File: src/rtl/rr_arbiter_8.sv
// rr_arbiter_8: eight-requester arbiter for one shared resource with a bounded hold time.
// Grant, index and expiry pulse are registered. A contended grant is preempted after
// MAX_HOLD cycles; MAX_HOLD = 0 disables the timeout.
// Optional macro RR_FAIR_EN: when defined, winners are chosen round-robin from a rotation
// pointer; when undefined, the highest-index effective request wins and no pointer exists.
module rr_arbiter_8 #(
  parameter int unsigned MAX_HOLD = 16,
  parameter int unsigned HOLD_W   = 5
) (
  input  logic       clk,
  input  logic       rst,
  input  logic [7:0] req,
  output logic [7:0] gnt,
  output logic [2:0] gnt_idx,
  output logic       gnt_valid,
  output logic       expired
);

  typedef enum logic {StIdle, StBusy} state_e;

  localparam bit TimeoutEn = (MAX_HOLD != 0);
  // Last count value of a grant; the timeout fires on the edge that sees it.
  localparam logic [HOLD_W-1:0] HoldLast = (MAX_HOLD == 0) ? '0 : HOLD_W'(MAX_HOLD - 1);

  state_e            state_q, state_d;
  logic [7:0]        gnt_q, gnt_d;
  logic [2:0]        idx_q, idx_d;
  logic              exp_q, exp_d;
  logic [HOLD_W-1:0] hold_q, hold_d;
  logic [7:0]        mask_q, mask_d;

  logic [7:0]        eff;
  logic              win_found;
  logic [2:0]        win_idx;
  logic              timeout;

  // A requester preempted by timeout sits out exactly one arbitration.
  assign eff = req & ~mask_q;

`ifdef RR_FAIR_EN
  logic [2:0] ptr_q, ptr_d;
  logic [2:0] cand;

  // Round-robin search: first effective request at or after ptr, wrapping 7 -> 0.
  always_comb begin
    win_found = 1'b0;
    win_idx   = '0;
    cand      = '0;
    for (int unsigned k = 0; k < 8; k++) begin
      cand = ptr_q + 3'(k);
      if (!win_found && eff[cand]) begin
        win_found = 1'b1;
        win_idx   = cand;
      end
    end
  end
`else
  // Fixed priority: the highest set index of eff wins.
  always_comb begin
    win_found = |eff;
    win_idx   = '0;
    for (int unsigned k = 0; k < 8; k++) begin
      if (eff[k]) begin
        win_idx = 3'(k);
      end
    end
  end
`endif

  assign timeout = TimeoutEn && (hold_q == HoldLast) && ((req & ~gnt_q) != 8'h00);

  // Next-state logic for the IDLE/BUSY controller and its datapath registers.
  always_comb begin
    state_d = state_q;
    gnt_d   = gnt_q;
    idx_d   = idx_q;
    exp_d   = 1'b0;
    hold_d  = hold_q;
    mask_d  = mask_q;
`ifdef RR_FAIR_EN
    ptr_d   = ptr_q;
`endif
    case (state_q)
      StIdle: begin
        mask_d = '0;
        if (win_found) begin
          gnt_d   = 8'h01 << win_idx;
          idx_d   = win_idx;
          hold_d  = '0;
          state_d = StBusy;
`ifdef RR_FAIR_EN
          ptr_d   = win_idx + 3'd1;
`endif
        end
      end
      StBusy: begin
        if (!req[idx_q]) begin
          // Release takes priority over a simultaneous timeout.
          gnt_d   = '0;
          state_d = StIdle;
        end else if (timeout) begin
          gnt_d   = '0;
          exp_d   = 1'b1;
          mask_d  = gnt_q;
          state_d = StIdle;
        end else if (TimeoutEn && (hold_q != HoldLast)) begin
          hold_d  = hold_q + HOLD_W'(1);
        end
      end
      default: begin
        gnt_d   = '0;
        state_d = StIdle;
      end
    endcase
  end

  // State and output registers with synchronous active-high reset.
  always_ff @(posedge clk) begin
    if (rst) begin
      state_q <= StIdle;
      gnt_q   <= '0;
      idx_q   <= '0;
      exp_q   <= 1'b0;
      hold_q  <= '0;
      mask_q  <= '0;
`ifdef RR_FAIR_EN
      ptr_q   <= '0;
`endif
    end else begin
      state_q <= state_d;
      gnt_q   <= gnt_d;
      idx_q   <= idx_d;
      exp_q   <= exp_d;
      hold_q  <= hold_d;
      mask_q  <= mask_d;
`ifdef RR_FAIR_EN
      ptr_q   <= ptr_d;
`endif
    end
  end

  assign gnt       = gnt_q;
  assign gnt_idx   = idx_q;
  assign gnt_valid = |gnt_q;
  assign expired   = exp_q;

endmodule

File: config.mk
export PLATFORM = sky130hd
export DESIGN_NAME = rr_arbiter_8
export DESIGN_NICKNAME = d
export VERILOG_FILES = /design/src/rtl/rr_arbiter_8.sv
export SDC_FILE = /design/constraint.sdc
export NUM_CORES = 1
export LEC_CHECK = 0
export BUFFER_PORTS_ARGS = -buffer_cell sky130_fd_sc_hd__buf_4
export CORE_MARGIN = 5
export CORE_UTILIZATION = 46
export DETAILED_ROUTE_END_ITERATION = 6
export PLACE_DENSITY = 0.71
export RECOVER_POWER = 25
export SETUP_SLACK_MARGIN = 0.2
export SKIP_CTS_REPAIR_TIMING = 1
export SLEW_MARGIN = 20
export SYNTH_ARGS = -nofsm -noshare
export SYNTH_HDL_FRONTEND = slang
export SYNTH_SLANG_ARGS = --single-unit
File: constraint.sdc
create_clock -name clk -period 4.6 [get_ports clk]
set_input_delay 0.23 -clock clk [delete_from_list [all_inputs] [get_ports clk]]
set_output_delay 0.23 -clock clk [all_outputs]
set_load 0.02 [all_outputs]
Word-level counts from Yosys, hierarchy flattened
Index checks and enable logic that the tools add are counted.
{ "word_totals": {"wordCells": 58, "output_inout_bits": 13, "latchBits": 0, "in_bits": 10, "mem_count": 0, "regBits": 26, "ramBits": 0, "rom_bits": 0} }
{ "op_classes": {"n_div": 0, "bitwise": 6, "n_reduce_logical": 9, "n_shift": 1, "mux": 26, "eq_ne": 8, "addsub": 1, "magnitude_cmp": 1, "multipliers": 0} }
{ "op_table": {"columns": ["operator", "n"], "rows": [
  ["$mux 8", 5],
  ["$pmux 8 s2", 2],
  ["$mux 5", 4],
  ["$and 8x8->8", 2],
  ["$not 8->8", 2],
  ["$reduce_or 8->1", 2],
  ["$mux 3", 4],
  ["$pmux 5 s2", 1],
  ["$reduce_bool 8->1", 1],
  ["$shl 1x3->8 const A", 1],
  ["$mux 1", 6],
  ["$ne 2x1->1 const B", 3],
  ["$reduce_and 2->1", 3],
  ["$add 5x1->5 const B", 1],
  ["$eq 5x4->1 const B", 1],
  ["$ne 5x4->1 const B", 1],
  ["$lt 3x4->1 const B", 1],
  ["$mux 2", 2],
  ["$ne 2x2->1 const B", 2],
  ["$reduce_and 4->1", 1],
  ["$bmux 1 s3", 1],
  ["$ne 3x3->1 const B", 1],
  ["$reduce_or 3->1", 1],
  ["$not 1->1", 2],
  ["2 further kinds", 2]
]} }

Longest topological paths before layout
{ "depth": {"word_depth": 12, "depth_mapped": 7, "depth_no_buf": 6} }

Worst setup path after synthesis
OpenSTA, ideal clock, no wires.
{ "synth_timing": {"path_kind": "reg2reg", "start": "reg hold_q[0]", "end": "reg hold_q[4]", "required_ns": 4.477, "path_stages_with_launch": 8, "n_path_buf": 1, "setup_slack_ns": 2.779, "synth_period_minus_slack_ns": 1.821, "arrival_time_ns": 1.697, "path_cell_list": "dfxtp_1 -> ha_1 -> and3_1 -> ha_1 -> clkbuf_1 -> nand2_1 -> o211a_1 -> mux2_1"} }
{ "synth_via": {"elab_chain_len": 5, "word_cells_on_any_way": 11} }
{ "synth_rtl": {"columns": ["item", "line_no", "rtl"], "rows": [
  ["start: declaration", "29", "logic [HOLD_W-1:0] hold_q, hold_d;"],
  ["start signal: assignment", "134", "hold_q <= hold_d;"],
  ["$add 5x1->5", "107", "hold_d = hold_q + HOLD_W'(1);"],
  ["$mux 5", "106", "end else if (TimeoutEn && (hold_q != HoldLast)) begin"],
  ["$mux 5", "101", "end else if (timeout) begin"],
  ["$mux 5", "97", "if (!req[idx_q]) begin"],
  ["$pmux 5 s2", "83", "case (state_q)"]
]} }
Several ways; a longest one is shown, not always the timed one. The select of a mux whose other input is x is not followed.
A chain may end at the register's enable or synchronous reset.

Worst setup path after layout
{ "layout_timing": {"start": "reg idx_q[0], in the netlist gnt_idx[0]", "end": "reg hold_q[4]"} }
{ "layout_via": {"elab_chain_len": 4} }
{ "layout_rtl": {"columns": ["item", "line_no", "rtl"], "rows": [
  ["start: declaration", "27", "logic [2:0] idx_q, idx_d;"],
  ["start signal: assignment", "132", "idx_q <= idx_d;"],
  ["$bmux 1 s3", "97", null],
  ["$mux 1 (implied by the code)", "97", null],
  ["$ne 2x1->1 (no line)", null, null],
  ["$reduce_and 4->1 (no line)", null, null]
]} }
Every way passes these cells. The select of a mux whose other input is x is not followed.

==> metrics.cfg <==
[route]
drc=0
vias=1345
viasPerCell=6.315
postRouteAntennaNets=0
routed_wl_um=3853
first_iter_violations=78
drt_pass1_iterations=4
detail_route.wl_per_cell_um=18.09

[sta]
fin_skew_ps=3.571
fin_crit_ps=2039
fin_crit_sh=0.4432
setup_tns_ps=0
slew_headroom=0.5774
fmax_ghz=0.4905
hold_viol=0
setup_viol_count_final=0
tightest_slew_ps=631.7
rsz0062_at_grt=no
setup_slack_ps=2561
finalMaxSlewViolations=0

[floorplanning]
die_w_um=65.27
chipHeight_um=65.27
ios=23
dieArea_mm2=0.004260
core-area_mm2=0.003003
initial_core_util=0.4679
num_rows=20

[place]
port_buffers=22
dp_cells=209
hpwl_um=2939
gp_congestion=0.9692
pre_cts_slack_ps=2609

[cts]
clkTransAtPathRegs_ps=140
h-tree-depth=1
cts_made_buffers=3
cts-root-buf=clkbuf_4
insertion_delay_ps=330
cts_tree=done
cts.sinks=26
cts_buffer_depth=2

[synthesis]
synth_edf_count=0
syn_nets=172
ys_ff_latch=26
syn_inst=160
async_reset_ff_frac=0
synth_ff_type=dfxtp_1
syn_avg_cell_area_um2=8.782
ys_types=41
syn_area_mm2=0.001405
ys_seq_area_frac=0.3704
yosysWarnings=0

[layout]
final_nets=193
layout_common_cells=dfxtp_1 (26), buf_4 (13), inv_1 (12), nor2_1 (12)
final_common_cell=dfxtp_1
syn_to_final_growth_pct=13.00
n_antenna_cell=0
stdcell_count=213
drive_gt1_frac=0.1556

[power_and_ir_drop]
pwr-share-clk=0.239
switching_power_w=0.0001647
pwr-share-seq=0.514
total_power_w=0.0004902
vdd_ir_drop_max_mv=0.1435
intPower_w=0.0003255
switching_share=0.3360
power.leakage_nw=0.6071
p_per_area_mw_per_mm2=308.7
p_comb_frac=0.247

[min_path]
min_from=rst
whs_path_depth=2
hold_path.class=in -> reg
min_to=gnt_idx[2]

[global_routing]
grt_max_degree=15
grt_pass1_wl_um=6375
antenna_found_initial=0
grt-ovfl-total=0
grt_usage=0.1900
grt_pass1_vias=1340

[worst_setup_path]
reg2reg_depth=5
rrSetupSlack_ps=2560
cp.arrival_ps=2270
cp_data_required_time_ps=4830
r2r-start=gnt_idx[0]
cp_max_fo=12
reg2reg_to=hold_q[4]
crit_type=reg -> reg
endpoint_kind=register
worstSetupStartpointType=register

[outcome]
status=completed

[flow_run]
drv_cap=0

flip-flops by register name, summed over array words and instances (netlist names):
register	cells
expired	1
gnt	8
gnt_idx	3
hold_q	5
mask_q	8
state_q	1
routing by layer:
metal  share of wire  track usage  vias up  wire, um
li1                -            -      655         -
met4           0.014      0.05699        0        55
met1            0.48       0.2516      627      1844
met3           0.067      0.03248        7       260
met5               0            0        -         0
met2            0.44       0.3148       56      1693
worst max-delay path: stages (launching register included):
cell,delay [ps]
dfxtp_1,510
nand2_1,100
o2111ai_1,170
and4_1,550
o211a_1,280
mux2_1,330
cells in the mapped netlist, types with 3 or more instances:
| library cell | number | area, um^2 |
|---|---|---|
| nand2b_1 | 7 | 43.79 |
| clkbuf_1 | 3 | 11.26 |
| o2111ai_1 | 4 | 35.03 |
| mux2i_1 | 3 | 30.03 |
| nor4_1 | 4 | 25.02 |
| buf_2 | 3 | 15.01 |
| a32o_2 | 4 | 45.04 |
| o21ai_0 | 4 | 20.02 |
| a32o_1 | 4 | 40.04 |
| dfxtp_1 | 26 | 520.5 |
| nor3_1 | 3 | 15.01 |
| nand3_1 | 9 | 45.04 |
| a21oi_1 | 9 | 45.04 |
| o21ai_1 | 9 | 45.04 |
| inv_1 | 12 | 45.04 |
| nand2_1 | 8 | 30.03 |
| nor2_1 | 12 | 45.04 |
| nor2b_1 | 5 | 31.28 |
| o22ai_1 | 3 | 18.77 |
metrics by stage:
| step | hold slack (ps) | util | cell area [um^2] |
|---|---|---|---|
| after floorplan | 447.8 | - | 1405 |
| after global placement | 474.4 | 0.5279 | 1585 |
| after detailed placement | 483.7 | 0.5279 | 1585 |
| after CTS | 146.2 | 0.5400 | 1622 |
| after global routing | 152.8 | 0.5288 | 1588 |
| final | 158.4 | 0.5288 | 1588 |
kinds of logic after synthesis:
kind of cell    count (synthesis)  synth area share
flops                          26            0.3704
simple gates                   56            0.2137
compound gates                 54            0.3179
fa+ha+maj                       2           0.01781
mux                             4           0.02939
buf+inv                        18           0.05075
layout make-up:
type / count / area, um^2
Clock buffer: 4 / 36.28
Tap cell: 33 / 41.29
Timing Repair Buffer: 22 / 131.4
Multi-Input combinational cell: 116 / 813.3
Fill cell: 303 / 1415
Sequential cell: 26 / 520.5
Inverter: 12 / 45.04
power by group through the flow:
stage	Combinational, W	Clock [W]	Sequential (W)
after global placement	0.000118	0	0.000256
after global routing	0.000131	0.000127	0.000254
after CTS	0.000122	0.000118	0.000252
after floorplan	0.0000876	0	0.000253
final	0.000121	0.000117	0.000252
after detailed placement	0.000121	0	0.000257
how the worst max path moves through the flow:
stage                     cells after the start        end        from
final                                         5  hold_q[4]  gnt_idx[0]
after CTS                                     5  hold_q[4]  gnt_idx[0]
after detailed placement                      5  hold_q[4]  gnt_idx[0]
after floorplan                               7  hold_q[4]   hold_q[0]
after global placement                        5  hold_q[4]  gnt_idx[0]
after global routing                          5  hold_q[4]  gnt_idx[0]
Note: power is estimated with default switching activity, not from simulation.
